File: config.mk
export PLATFORM = sky130hd
export DESIGN_NAME = jtag_tap_ctrl
export DESIGN_NICKNAME = d
export VERILOG_FILES = /design/src/rtl/jtag_pkg.sv /design/src/rtl/jtag_tap_fsm.sv /design/src/rtl/jtag_tap_ctrl.sv
export SDC_FILE = /design/constraint.sdc
export NUM_CORES = 1
export LEC_CHECK = 0
export CAP_MARGIN = 25
export CORE_ASPECT_RATIO = 1.25
export CORE_MARGIN = 2
export CORE_UTILIZATION = 60
export DETAILED_ROUTE_END_ITERATION = 10
export DONT_BUFFER_PORTS = 1
export PLACE_DENSITY = 0.76
export RECOVER_POWER = 50
export SKIP_LAST_GASP = 1
export SLEW_MARGIN = 40
export SYNTH_ARGS = -nofsm -noshare
export SYNTH_HDL_FRONTEND = slang
export SYNTH_SLANG_ARGS = --single-unit
export TNS_END_PERCENT = 30
File: constraint.sdc
create_clock -name TCK -period 2.85 [get_ports TCK]
set_clock_uncertainty 0.15 [all_clocks]
set_input_delay 0.57 -clock TCK [delete_from_list [all_inputs] [get_ports TCK]]
set_output_delay 0.57 -clock TCK [all_outputs]
set_load 0.05 [all_outputs]
File: src/rtl/jtag_pkg.sv
// Shared TAP types and constants: state encodings, opcodes and IR capture pattern.
package jtag_pkg;

   localparam int IR_W = 4;
   localparam logic [IR_W-1:0] IR_CAPTURE = 4'b0101;

   localparam logic [IR_W-1:0] OP_IDCODE   = 4'h1;
   localparam logic [IR_W-1:0] OP_USERDATA = 4'h2;
   localparam logic [IR_W-1:0] OP_BYPASS   = 4'hF;

   typedef enum logic [3:0] {
      ST_TLR      = 4'h0,
      ST_RTI      = 4'h1,
      ST_SEL_DR   = 4'h2,
      ST_CAP_DR   = 4'h3,
      ST_SHIFT_DR = 4'h4,
      ST_EXIT1_DR = 4'h5,
      ST_PAUSE_DR = 4'h6,
      ST_EXIT2_DR = 4'h7,
      ST_UPD_DR   = 4'h8,
      ST_SEL_IR   = 4'h9,
      ST_CAP_IR   = 4'hA,
      ST_SHIFT_IR = 4'hB,
      ST_EXIT1_IR = 4'hC,
      ST_PAUSE_IR = 4'hD,
      ST_EXIT2_IR = 4'hE,
      ST_UPD_IR   = 4'hF
   } tap_state_t;

   typedef enum logic [1:0] {
      DR_BYPASS = 2'd0,
      DR_IDCODE = 2'd1,
      DR_USER   = 2'd2
   } dr_sel_t;

   // Any opcode we do not implement falls back to the 1-bit bypass register.
   function automatic dr_sel_t decode_ir(input logic [IR_W-1:0] ir);
      dr_sel_t sel;
      case (ir)
         OP_IDCODE:   sel = DR_IDCODE;
         OP_USERDATA: sel = DR_USER;
         default:     sel = DR_BYPASS;
      endcase
      return sel;
   endfunction

endpackage

File: src/rtl/jtag_tap_fsm.sv
// 16-state TAP controller; next state depends only on current state and TMS.
//
// state       | meaning
// ST_TLR      | test-logic-reset, IR held at IDCODE
// ST_RTI      | run-test/idle
// ST_SEL_DR   | select DR scan
// ST_CAP_DR   | capture parallel value into selected DR
// ST_SHIFT_DR | shift selected DR toward TDO
// ST_EXIT1_DR | leave shift, choose pause or update
// ST_PAUSE_DR | DR scan suspended
// ST_EXIT2_DR | resume shift or go to update
// ST_UPD_DR   | commit DR (USERDATA writes core)
// ST_SEL_IR   | select IR scan
// ST_CAP_IR   | load IR capture pattern
// ST_SHIFT_IR | shift IR shift register
// ST_EXIT1_IR | leave shift, choose pause or update
// ST_PAUSE_IR | IR scan suspended
// ST_EXIT2_IR | resume shift or go to update
// ST_UPD_IR   | commit new instruction
module jtag_tap_fsm
   import jtag_pkg::*;
(
   input  logic clk_sys,
   input  logic rst,
   input  logic tms,
   output logic capture_dr,
   output logic shift_dr,
   output logic update_dr,
   output logic capture_ir,
   output logic shift_ir,
   output logic update_ir,
   output logic tlr
);

   tap_state_t state_q;
   tap_state_t state_d;

   always_ff @(posedge clk_sys) begin
      if (rst) state_q <= ST_TLR;
      else     state_q <= state_d;
   end

   always_comb begin
      state_d = state_q;
      case (state_q)
         ST_TLR:      state_d = tms ? ST_TLR      : ST_RTI;
         ST_RTI:      state_d = tms ? ST_SEL_DR   : ST_RTI;
         ST_SEL_DR:   state_d = tms ? ST_SEL_IR   : ST_CAP_DR;
         ST_CAP_DR:   state_d = tms ? ST_EXIT1_DR : ST_SHIFT_DR;
         ST_SHIFT_DR: state_d = tms ? ST_EXIT1_DR : ST_SHIFT_DR;
         ST_EXIT1_DR: state_d = tms ? ST_UPD_DR   : ST_PAUSE_DR;
         ST_PAUSE_DR: state_d = tms ? ST_EXIT2_DR : ST_PAUSE_DR;
         ST_EXIT2_DR: state_d = tms ? ST_UPD_DR   : ST_SHIFT_DR;
         ST_UPD_DR:   state_d = tms ? ST_SEL_DR   : ST_RTI;
         ST_SEL_IR:   state_d = tms ? ST_TLR      : ST_CAP_IR;
         ST_CAP_IR:   state_d = tms ? ST_EXIT1_IR : ST_SHIFT_IR;
         ST_SHIFT_IR: state_d = tms ? ST_EXIT1_IR : ST_SHIFT_IR;
         ST_EXIT1_IR: state_d = tms ? ST_UPD_IR   : ST_PAUSE_IR;
         ST_PAUSE_IR: state_d = tms ? ST_EXIT2_IR : ST_PAUSE_IR;
         ST_EXIT2_IR: state_d = tms ? ST_UPD_IR   : ST_SHIFT_IR;
         ST_UPD_IR:   state_d = tms ? ST_SEL_DR   : ST_RTI;
         default:     state_d = ST_TLR;
      endcase
   end

   always_comb begin
      capture_dr = 1'b0;
      shift_dr   = 1'b0;
      update_dr  = 1'b0;
      capture_ir = 1'b0;
      shift_ir   = 1'b0;
      update_ir  = 1'b0;
      tlr        = 1'b0;
      case (state_q)
         ST_TLR:      tlr        = 1'b1;
         ST_CAP_DR:   capture_dr = 1'b1;
         ST_SHIFT_DR: shift_dr   = 1'b1;
         ST_UPD_DR:   update_dr  = 1'b1;
         ST_CAP_IR:   capture_ir = 1'b1;
         ST_SHIFT_IR: shift_ir   = 1'b1;
         ST_UPD_IR:   update_ir  = 1'b1;
         default:     ;
      endcase
   end

endmodule

File: src/rtl/jtag_tap_ctrl.sv
// TAP front end: instruction register, BYPASS/IDCODE/USERDATA data registers and TDO mux.
// IDCODE_VALUE bit 0 must stay 1 so a chain scan can tell IDCODE devices from bypassed ones.
module jtag_tap_ctrl
   import jtag_pkg::*;
#(
   parameter logic [31:0] IDCODE_VALUE = 32'h1000_0A5D,
   parameter int          USER_W       = 8
) (
   input  logic              TCK,
   input  logic              TRST,
   input  logic              TMS,
   input  logic              TDI,
   output logic              TDO,
   output logic              TDO_EN,
   input  logic [USER_W-1:0] CORE_LOGIC_DATA,
   output logic              SHIFTDR,
   output logic [USER_W-1:0] USER_DATA_OUT,
   output logic              USER_UPDATE,
   output logic [IR_W-1:0]   IR_OUT
);

   logic capture_dr, shift_dr, update_dr;
   logic capture_ir, shift_ir, update_ir;
   logic tlr;

   logic [IR_W-1:0]   ir;
   logic [IR_W-1:0]   ir_sr;
   logic [31:0]       idcode_sr;
   logic [USER_W-1:0] user_sr;
   logic              bypass_sr;
   logic [USER_W-1:0] user_data_out;
   logic              user_update;
   logic              tdo_bit;
   dr_sel_t           dr_sel;

   jtag_tap_fsm u_fsm (
      .clk_sys    (TCK),
      .rst        (TRST),
      .tms        (TMS),
      .capture_dr (capture_dr),
      .shift_dr   (shift_dr),
      .update_dr  (update_dr),
      .capture_ir (capture_ir),
      .shift_ir   (shift_ir),
      .update_ir  (update_ir),
      .tlr        (tlr)
   );

   assign dr_sel = decode_ir(ir);

   always_ff @(posedge TCK) begin
      if (TRST) begin
         ir    <= OP_IDCODE;
         ir_sr <= '0;
      end else begin
         if (tlr)            ir <= OP_IDCODE;
         else if (update_ir) ir <= ir_sr;

         if (capture_ir)     ir_sr <= IR_CAPTURE;
         else if (shift_ir)  ir_sr <= {TDI, ir_sr[IR_W-1:1]};
      end
   end

   // Only the register picked by the current IR moves; the others hold.
   always_ff @(posedge TCK) begin
      if (TRST) begin
         idcode_sr <= '0;
         user_sr   <= '0;
         bypass_sr <= 1'b0;
      end else if (capture_dr) begin
         case (dr_sel)
            DR_IDCODE: idcode_sr <= IDCODE_VALUE;
            DR_USER:   user_sr   <= CORE_LOGIC_DATA;
            default:   bypass_sr <= 1'b0;
         endcase
      end else if (shift_dr) begin
         case (dr_sel)
            DR_IDCODE: idcode_sr <= {TDI, idcode_sr[31:1]};
            DR_USER:   user_sr   <= {TDI, user_sr[USER_W-1:1]};
            default:   bypass_sr <= TDI;
         endcase
      end
   end

   always_ff @(posedge TCK) begin
      if (TRST) begin
         user_data_out <= '0;
         user_update   <= 1'b0;
      end else begin
         user_update <= 1'b0;
         if (update_dr && (dr_sel == DR_USER)) begin
            user_data_out <= user_sr;
            user_update   <= 1'b1;
         end
      end
   end

   always_comb begin
      tdo_bit = 1'b0;
      if (shift_ir) begin
         tdo_bit = ir_sr[0];
      end else if (shift_dr) begin
         case (dr_sel)
            DR_IDCODE: tdo_bit = idcode_sr[0];
            DR_USER:   tdo_bit = user_sr[0];
            default:   tdo_bit = bypass_sr;
         endcase
      end
   end

   assign TDO           = tdo_bit;
   assign TDO_EN        = shift_dr | shift_ir;
   assign SHIFTDR       = shift_dr;
   assign USER_DATA_OUT = user_data_out;
   assign USER_UPDATE   = user_update;
   assign IR_OUT        = ir;

endmodule

==> flow_summary.yaml, run 1 <==
run_status:
  status: "finished, final reports clean"
setup_path:
  crit_path_max_fanout: 17
  worst-setup-path-type: "register to primary output"
  regToRegStartpoint: "u_fsm.state_q[3]"
  crit_required_ns: 2.13
  r2r_setup_slack_ns: 0.22
  crit_arrival_ns: 1.93
  startpoint_type: "register"
  path_cells: "clkbuf_1 -> and4_1 -> a22o_1 -> buf_12"
  r2r_end: "idcode_sr[26]"
  r2r_cells: 4
  cp_slowest_cell: "clkbuf_1"
  cp_slowest_stage_delay_ns: 0.53
  end_kind: "primary output"
  setup.worst_path.start: "u_fsm.state_q[1]"
logic_synthesis:
  syn_inst: 322
  async_reset_ff_share_pct: 0
  synth_seq_cells: 62
  synthTopCellsByArea: "dfxtp_1 (41%), mux2i_1 (8.3%), mux2_1 (4.8%)"
  synth_top_area_cell: "dfxtp_1"
  synth_ff_type: "dfxtp_1"
  syn-num-nets: 336
  synth_cell_type_count: 49
  syn-cell-area_mm2: 0.00303
  yosysSeqAreaShare_pct: 41.0
  ys_warn_count: 0
  yosysTopAreaCellShare_pct: 41.0
  syn_area_per_cell_um2: 9.40
  synth-edff-count: 0
hold_path:
  min_delay_path_depth: 1
  hp-class: "primary input to register"
  hp-start: "TRST"
  min_to: "USER_DATA_OUT[5]"
clocking:
  ctsHtreeMaxLevel: 3
  post_cts_buffers: 0
  worstSkewPairLatency_ns: 0.34
  cts-root-buf: "clkbuf_8"
  cts_buffer_depth: 2
  path_clk_slew_ns: 0.07
  clock_sinks: 62
  cts_tree: "yes"
  cts_made_buffers: 9
floorplan:
  fp.coreArea_mm2: 0.00480
  ios: 28
  start_util_pct: 63.1
  rows: 28
  die_area_mm2: 0.00563
  die_w_um: 67.5
  dieHeight_um: 83.4
pwr:
  cellLeakagePower_nw: 1.29
  ir_worst_vdd_mv: 0.446
  p_per_area_mw_per_mm2: 551
sta:
  post-route-period-util_pct: 92.9
  setup_viol: 0
  hold_violations: 0
  final-max-slew-violation-count: 0
  worstMarginPinSlew_ns: 0.765
  relSlewSlack_pct: 49.0
  rsz0062_at_grt: "false"
  fin_tns_setup_ns: 0
  fin_crit_ns: 2.65
  max_freq_mhz: 378
layout:
  flow.area_growth_from_synthesis_pct: 6.90
  mostFrequentLayoutCells: "dfxtp_1 (62), mux2i_1 (25), a21oi_1 (22), nor2_1 (21)"
  final_common_cell: "dfxtp_1"
  diodes: 0
  fin_area_mm2: 0.00324
  drive_gt1_share_pct: 13.3
  fin_nets: 333
routing:
  route.final.wire_length_um: 5800
  wire_per_inst_um: 15.1
  antenna_left: 0
  drc: 0
  firstDrtPassIters: 4
  drt_iter0_drc: 90
  avgViaCountPerCell: 5.85
  num_vias: 2247
global_routing:
  track_usage_pct: 22.8
  grt_max_degree: 45
  antenna_found_initial: 0
  grt_pass1_vias: 2183
  grt_pass1_wl_um: 9780
  grt_overflow: 0
placed_design:
  post_dp_cell_area_mm2: 0.00305
  dp.final_hpwl_um: 3770
  gp_congestion: 0.785
  portBuffers: 0
flow_run:
  drv_cap: 0
-- critical path: cells and delay by family, from the launching register on --
family	cells	cell delay, ns
AO/OA/AOI/OAI	1	0.19
buffers and inverters	2	0.68
flip-flops	1	0.40
AND/OR/NAND/NOR	1	0.32
-- cells by family after synthesis --
group	Yosys count	synth area share, %
compound gates	68	15.0
xor+xnor	1	0.289
fa+ha+maj	2	0.827
buf+inv	37	6.82
flops	62	41.0
mux	38	13.1
simple gates	114	22.9
-- repair_timing --
action,4_1_cts,5_1_grt
gates resized for setup,0,1
hold buffers,0,0
endpoints found under the setup margin,0,1
-- how the worst max path moves through the flow --
stage          endpoint  slack (ns)  cells after the start
3_3_place_gp        TDO        0.52                      7
6_report            TDO        0.20                      4
2_1_floorplan       TDO       0.004                      6
3_5_place_dp        TDO        0.48                      7
4_1_cts             TDO         0.1                      7
5_1_grt             TDO        0.09                      7
-- synth_stat cells, types with 2 or more instances --
| master | count |
|---|---|
| dfxtp_1 | 62 |
| mux2i_1 | 25 |
| a21oi_1 | 22 |
| nor2_1 | 21 |
| nand3_1 | 16 |
| nor2b_1 | 16 |
| o21ai_0 | 16 |
| clkbuf_1 | 14 |
| nand2_1 | 14 |
| nand2b_1 | 14 |
| mux2_1 | 13 |
| or2_2 | 9 |
| o311ai_0 | 8 |
| inv_1 | 7 |
| buf_2 | 6 |
| buf_4 | 6 |
| nand4b_1 | 5 |
| o211a_1 | 5 |
| nand3b_1 | 3 |
| a31o_2 | 2 |
| a31oi_1 | 2 |
| and4_1 | 2 |
| buf_6 | 2 |
| buf_8 | 2 |
| ha_1 | 2 |
| nor3_1 | 2 |
| nor3b_1 | 2 |
| nor4b_4 | 2 |
| o21a_1 | 2 |
-- per-layer routing --
metal / vias up / wire (um) / GRT usage (%) / share of wire [%]
li1: 1139 / - / - / -
met1: 1065 / 2640 / 26.3 / 45
met2: 31 / 2750 / 35.7 / 47
met3: 12 / 269 / 8.27 / 4.6
met4: 0 / 140 / 12.4 / 2.4
met5: - / 0 / 0 / 0
-- sequential cells by signal (all words and copies together), names as in the netlist --
signal / count
user_sr: 8
IR_OUT: 4
idcode_sr: 32
ir_sr: 4
bypass_sr: 1
u_fsm.state_q: 4
USER_UPDATE: 1
USER_DATA_OUT: 8
-- per-stage QoR --
| stage | total power, W | utilization [%] | cells | worst slack (ns) | hold slack, ns |
|---|---|---|---|---|---|
| 6_report | 0.00178 | 67.4 | 384 | 0.202 | 0.143 |
| 3_5_place_dp | 0.00101 | 63.6 | 368 | 0.482 | 0.305 |
| 4_1_cts | 0.00180 | 68.0 | 384 | 0.0980 | 0.126 |
| 5_1_grt | 0.00185 | 67.4 | 384 | 0.0862 | 0.123 |
| 3_3_place_gp | 0.00100 | 63.6 | 368 | 0.517 | 0.294 |
| 2_1_floorplan | 0.00100 | - | 322 | 0.00364 | 0.285 |
-- power breakdown --
group          internal (W)  switching [W]  total [W]
clock              0.000451       0.000348   0.000799
combinational     0.0000412      0.0000578  0.0000990
sequential         0.000875     0.00000884   0.000883
total               0.00137       0.000415    0.00178
-- area by class of cell --
class	count	area, um2
multi-input cells	223	1570
fillers	399	1560
flip-flops and latches	62	1240
clock buffers	11	151
repair buffers	16	114
well taps	60	75.1
clock inverters	5	57.6
inverters	7	26.3
No activity file was read; power rests on OpenSTA's default activity.
==> inputs of run 2 (changes only) <==
Settings changed: CORE_MARGIN 2 to 1.5, MAX_ROUTING_LAYER from default to met4.
==> run 2 against run 1 <==
Effect of this change:
- hold slack better by 0.020 ns
- sequential share of layout area up 0.57 points
- sequential power about the same
- die area down 2.7%
- critical endpoint unchanged
- via count up 0.67%
- non-clock buffer count unchanged
- power down 7.8%
- fmax up 1.2%
- cell count unchanged
- wire length down 0.67%
- largest power group unchanged
- clock power down 17%
==> flow_summary.yaml, run 2 (synthesis gave the netlist of run 1 again) <==
sta:
  max_freq_mhz: 382
  final-max-slew-violation-count: 0
  fin_tns_setup_ns: 0
  rsz0062_at_grt: "false"
  relSlewSlack_pct: 50.2
  setup_viol: 0
  worstMarginPinSlew_ns: 0.737
  hold_violations: 0
  post-route-period-util_pct: 91.9
  fin_crit_ns: 2.62
pwr:
  report.power.total_w: 0.00164
  switching_power_w: 0.000415
  clkPwrFrac_pct: 40.2
  p_seq_share_pct: 53.8
  ir_worst_vdd_mv: 0.410
  p_int_w: 0.00123
  cellLeakagePower_nw: 1.27
  comb_power_share_pct: 6.0
  swShare_pct: 25.2
  p_per_area_mw_per_mm2: 515
routing:
  drc: 0
  wire_per_inst_um: 15.0
  route.final.wire_length_um: 5760
  firstDrtPassIters: 4
  antenna_left: 0
  drt_iter0_drc: 138
  num_vias: 2262
  avgViaCountPerCell: 5.89
global_routing:
  grt_pass1_wl_um: 9660
  grt_pass1_vias: 2089
  track_usage_pct: 23.7
  grt_overflow: 0
  antenna_found_initial: 0
  grt_max_degree: 45
setup_path:
  crit_arrival_ns: 1.90
  r2r_setup_slack_ns: 0.38
  r2r_cells: 4
  end_kind: "primary output"
  path_cells: "nor4b_2 -> inv_1 -> ha_1 -> a22oi_1 -> o21ai_0 -> a22o_1 -> buf_12"
  regToRegStartpoint: "u_fsm.state_q[2]"
  crit_required_ns: 2.13
  r2r_end: "idcode_sr[24]"
  worst-setup-path-type: "register to primary output"
  cp_slowest_cell: "dfxtp_1"
  crit_path_max_fanout: 4
  cp_slowest_stage_delay_ns: 0.35
  startpoint_type: "register"
layout:
  flow.area_growth_from_synthesis_pct: 5.33
  drive_gt1_share_pct: 13.0
  fin_cells: 384
  diodes: 0
  fin_area_mm2: 0.00319
  top_register: "idcode_sr"
  utilization_pct: 66.4
  final_common_cell: "dfxtp_1"
  fin_nets: 333
  mostFrequentLayoutCells: "dfxtp_1 (62), mux2i_1 (25), a21oi_1 (22), nor2_1 (21)"
  largest_reg_flops: 32
clocking:
  clock_sinks: 62
  cts-root-buf: "clkbuf_8"
  worstSkewPairLatency_ns: 0.34
  cts_buffer_depth: 2
  cts_hold_buf: 0
  path_clk_slew_ns: 0.07
  ctsHtreeMaxLevel: 3
  cts_made_buffers: 9
  post_cts_buffers: 0
  cts_tree: "yes"
  cts-resized-gates: 0
floorplan:
  fp.coreArea_mm2: 0.00480
  die_area_mm2: 0.00548
  rows: 28
  ios: 28
  die_w_um: 66.5
  start_util_pct: 63.1
  dieHeight_um: 82.4
run_status:
  status: "finished, final reports clean"
placed_design:
  placedCellCount: 368
  dp.final_hpwl_um: 3640
  gp_congestion: 0.780
  post_dp_cell_area_mm2: 0.00305
  portBuffers: 0
flow_run:
  drv_cap: 0
hold_path:
  min_to: "ir_sr[1]"
  hp-start: "TRST"
  min_delay_path_depth: 1
  hp-class: "primary input to register"
-- run 2: cell count changes in the layout (fill, tap and decap cells not counted), sizes merged --
cell / previous run / this run
clkinvlp: 0 / 2
bufinv: 1 / 0
clkbuf: 16 / 15
-- run 2: area by class of cell --
type                    count  area [um2]
clock buffers              10         128
clock inverters             6        38.8
fillers                   399        1610
inverters                   7        26.3
multi-input cells         223        1560
flip-flops and latches     62        1240
well taps                  60        75.1
repair buffers             16         115
-- run 2: worst max-delay path, delay by kind of cell (launching register included) --
kind                     cells  cell delay (ns)
AO/OA/AOI/OAI                3             0.43
flip-flops                   1             0.35
buffers and inverters        2             0.23
AND/OR/NAND/NOR              1             0.33
adder cells (fa/ha/maj)      1             0.21
-- run 2: worst max path at each step --
stage | startpoint | to | slack (ns) | cells after the start
after floorplan | IR_OUT[0] | TDO | 0.004 | 6
after global placement | IR_OUT[2] | TDO | 0.52 | 7
after detailed placement | IR_OUT[2] | TDO | 0.44 | 7
after CTS | IR_OUT[2] | TDO | 0.07 | 7
after global routing | IR_OUT[2] | TDO | 0.11 | 7
final | IR_OUT[2] | TDO | 0.23 | 7
-- run 2: power by group through the flow --
stage	registers (W)	clock network, W	logic, W
floorplan	0.000899	0	0.000105
global placement	0.000905	0	0.0000992
detailed placement	0.000905	0	0.000100
CTS	0.000886	0.000669	0.000100
global route	0.000885	0.000701	0.000109
finish	0.000884	0.000660	0.0000987
-- run 2: per-stage QoR --
stage	hold slack, ns	worst slack (ns)
2_1_floorplan	0.285	0.00364
3_3_place_gp	0.296	0.520
3_5_place_dp	0.306	0.437
4_1_cts	0.136	0.0683
5_1_grt	0.140	0.106
6_report	0.163	0.232
-- run 2: per-layer routing --
layer  global-route usage (%)  vias up  wire, um  share of wire [%]
met3                     5.28       12       224                3.9
li1                         -     1142         -                  -
met1                     29.4     1077      2720                 47
met2                     36.6       31      2700                 47
met5                        -        -         0                  0
met4                     11.0        0       121                2.1
==> inputs of run 3 (changes only) <==
Settings changed: SYNTH_HIERARCHICAL from default to 1.
==> run 3 against run 2 <==
Effect of this change:
- clock power up 25%
- sequential share of layout area grew 2.7 points
- largest power group unchanged
- largest cell class unchanged
- cell count is 2.3% lower
- combinational power fell by 4.0%
- power increased by 10%
==> flow_summary.yaml, run 3 <==
layout:
  top_register: "idcode_sr"
  flow.area_growth_from_synthesis_pct: 8.07
  final_common_cell: "dfxtp_1"
  seqCellArea_mm2: 0.00124
  fin_cells: 375
  fin_nets: 326
  largest_reg_flops: 32
  diodes: 0
  multi_input_area_mm2: 0.00133
  drive_gt1_share_pct: 13.6
  mostFrequentLayoutCells: "dfxtp_1 (62), nand2_1 (38), a21oi_1 (34), nand3b_1 (25), nor3_1 (24)"
  fillers: 365
global_routing:
  grt_max_degree: 63
  grt_pass1_vias: 1988
  grt_busiest_layer: "met2"
  met1_usage_pct: 28.2
  track_usage_pct: 23.7
  grt_overflow: 0
  antenna_found_initial: 0
  grt_use_met3_pct: 7.79
  grt_pass1_wl_um: 9060
  use_met2_pct: 37.3
logic_synthesis:
  syn-cell-area_mm2: 0.00276
  async_reset_ff_share_pct: 0
  synth_cell_type_count: 44
  syn-num-nets: 327
  synthAdderAreaFrac_pct: 0.906
  syn_area_per_cell_um2: 8.82
  ys_warn_count: 6
  synth_top_area_cell: "dfxtp_1"
  synth_compound_area_share_pct: 15.8
  syn_inst: 313
  synth_seq_cells: 62
  yosysMostFrequentCell: "dfxtp_1"
  synth_common_cells: "dfxtp_1 (62), nand2_1 (38), a21oi_1 (34)"
  yosysSeqAreaShare_pct: 44.9
  synthSimpleGateAreaFrac_pct: 26.1
  synth_top_family_by_area: "simple AND/OR/NAND/NOR gates"
  synthXorXnorAreaFrac_pct: 0.317
  muxShareOfSynthArea_pct: 4.71
  yosysTopAreaCellShare_pct: 44.9
  synth_ff_type: "dfxtp_1"
  synthTopCellsByArea: "dfxtp_1 (45%), nand3b_1 (6.8%), a21oi_1 (6.2%)"
  synth-edff-count: 0
routing:
  firstDrtPassIters: 4
  route.final.wire_length_um: 5280
  drt_iter0_drc: 173
  avgViaCountPerCell: 5.65
  drc: 0
  antenna_left: 0
  wire_per_inst_um: 14.1
  num_vias: 2118
clocking:
  path_clk_slew_ns: 0.06
  cts-root-buf: "clkbuf_8"
  worstSkewPairLatency_ns: 0.34
  ctsHtreeMaxLevel: 3
  cts_tree: "yes"
  clock_sinks: 62
  cts_made_buffers: 9
  cts_buffer_depth: 2
sta:
  post-route-period-util_pct: 95.0
  final-max-slew-violation-count: 0
  hold_violations: 0
  fin_tns_setup_ns: 0
  setup_viol: 0
  relSlewSlack_pct: 52.2
  rsz0062_at_grt: "false"
  worstMarginPinSlew_ns: 0.711
  fin_ws_ns: 0.142
  max_freq_mhz: 369
  fin_crit_ns: 2.71
hold_path:
  min_delay_path_depth: 1
  hp-class: "primary input to register"
  hp-start: "TRST"
  min_to: "u_fsm/state_q[1]"
pwr:
  cellLeakagePower_nw: 0.966
  ir_worst_vdd_mv: 0.557
  comb_power_share_pct: 5.2
  switching_power_w: 0.000406
  clkPwrFrac_pct: 45.6
  swShare_pct: 22.4
  p_per_area_mw_per_mm2: 608
  p_int_w: 0.00141
  report.power.total_w: 0.00181
  p_seq_share_pct: 49.2
setup_path:
  r2r_end: "user_sr[7]"
  end_kind: "primary output"
  crit_required_ns: 2.13
  cp_slowest_stage_delay_ns: 0.39
  path_cells: "buf_4 -> nor2_1 -> and3_2 -> o21ai_0 -> o31ai_4 -> buf_4"
  regToRegStartpoint: "u_fsm/state_q[1]"
  worst-setup-path-type: "register to primary output"
  startpoint_type: "register"
  path_common_cell: "buf_4"
  r2r_cells: 6
  cp_slowest_cell: "dfxtp_1"
  r2r_setup_slack_ns: 0.50
  crit_path_max_fanout: 8
  crit_arrival_ns: 1.99
floorplan:
  rows: 27
  die_area_mm2: 0.00502
  fp.coreArea_mm2: 0.00443
  dieHeight_um: 78.9
  ios: 28
  die_w_um: 63.7
  start_util_pct: 62.4
placed_design:
  dp_slack_ns: 0.282
  placedCellCount: 359
  dp.final_hpwl_um: 3320
  gp_congestion: 0.805
  portBuffers: 0
run_status:
  status: "finished, final reports clean"
flow_run:
  drv_cap: 0
## run 3: power by group through the flow
stage / Clock [W] / Sequential (W) / Combinational (W)
after floorplan: 0 / 0.000905 / 0.000104
after global routing: 0.000891 / 0.000893 / 0.000106
final: 0.000827 / 0.000892 / 0.0000948
after CTS: 0.000842 / 0.000892 / 0.0000973
after global placement: 0 / 0.000911 / 0.0000953
after detailed placement: 0 / 0.000911 / 0.0000960
## run 3: area by class of cell
| cell class | instances | area share (%) |
|---|---|---|
| Multi-Input combinational cell | 218 | 44.5 |
| Sequential cell | 62 | 41.6 |
| Clock buffer | 10 | 4.28 |
| Timing Repair Buffer | 15 | 3.56 |
| Clock inverter | 6 | 2.89 |
| Tap cell | 58 | 2.43 |
| Inverter | 6 | 0.755 |
## run 3: worst max-delay path, delay by kind of cell (launching register included)
kind | cells | cell delay (ns)
AO/OA/AOI/OAI | 2 | 0.39
flip-flops | 1 | 0.39
buffers and inverters | 2 | 0.43
AND/OR/NAND/NOR | 2 | 0.42
## run 3: per-stage QoR
step | utilization (%) | hold slack [ns] | cell area [um2]
floorplan | - | 0.282 | 2780
global placement | 63.3 | 0.282 | 2800
detailed placement | 63.3 | 0.287 | 2800
CTS | 68.3 | 0.123 | 3020
global route | 67.4 | 0.135 | 2980
finish | 67.4 | 0.155 | 2980
## run 3: cells by family after synthesis
| kind of cell | count (synthesis) |
|---|---|
| DFF | 62 |
| adders and majority gates | 2 |
| buffers and inverters | 33 |
| xor gates and xnor gates | 1 |
| and+or+nand+nor | 138 |
| AOI/OAI and AO/OA | 64 |
| muxes | 13 |
## run 3: what timing repair did
action / in CTS / in global routing
pin swaps: 0 / 0
buffers inserted: 0 / 0
hold buffers: 0 / 0
gates resized for setup: 2 / 1
endpoints found under the setup margin: 1 / 1
hold endpoints to repair: 0 / 0
## run 3: how the worst max path moves through the flow
stage | endpoint | slack, ns | cells past startpoint | start
after floorplan | TDO | 0.02 | 5 | u_fsm/state_q[0]
after global placement | TDO | 0.36 | 6 | IR_OUT[3]
after detailed placement | TDO | 0.28 | 6 | IR_OUT[3]
after CTS | TDO | 0.02 | 6 | IR_OUT[1]
after global routing | TDO | 0.02 | 6 | u_fsm/state_q[0]
final | TDO | 0.14 | 6 | u_fsm/state_q[0]
## run 3: layer usage
metal	share of wire [%]	vias to the layer above
met5	0	-
met4	1.2	0
met3	3.8	4
met2	50	30
met1	45	992
li1	-	1092
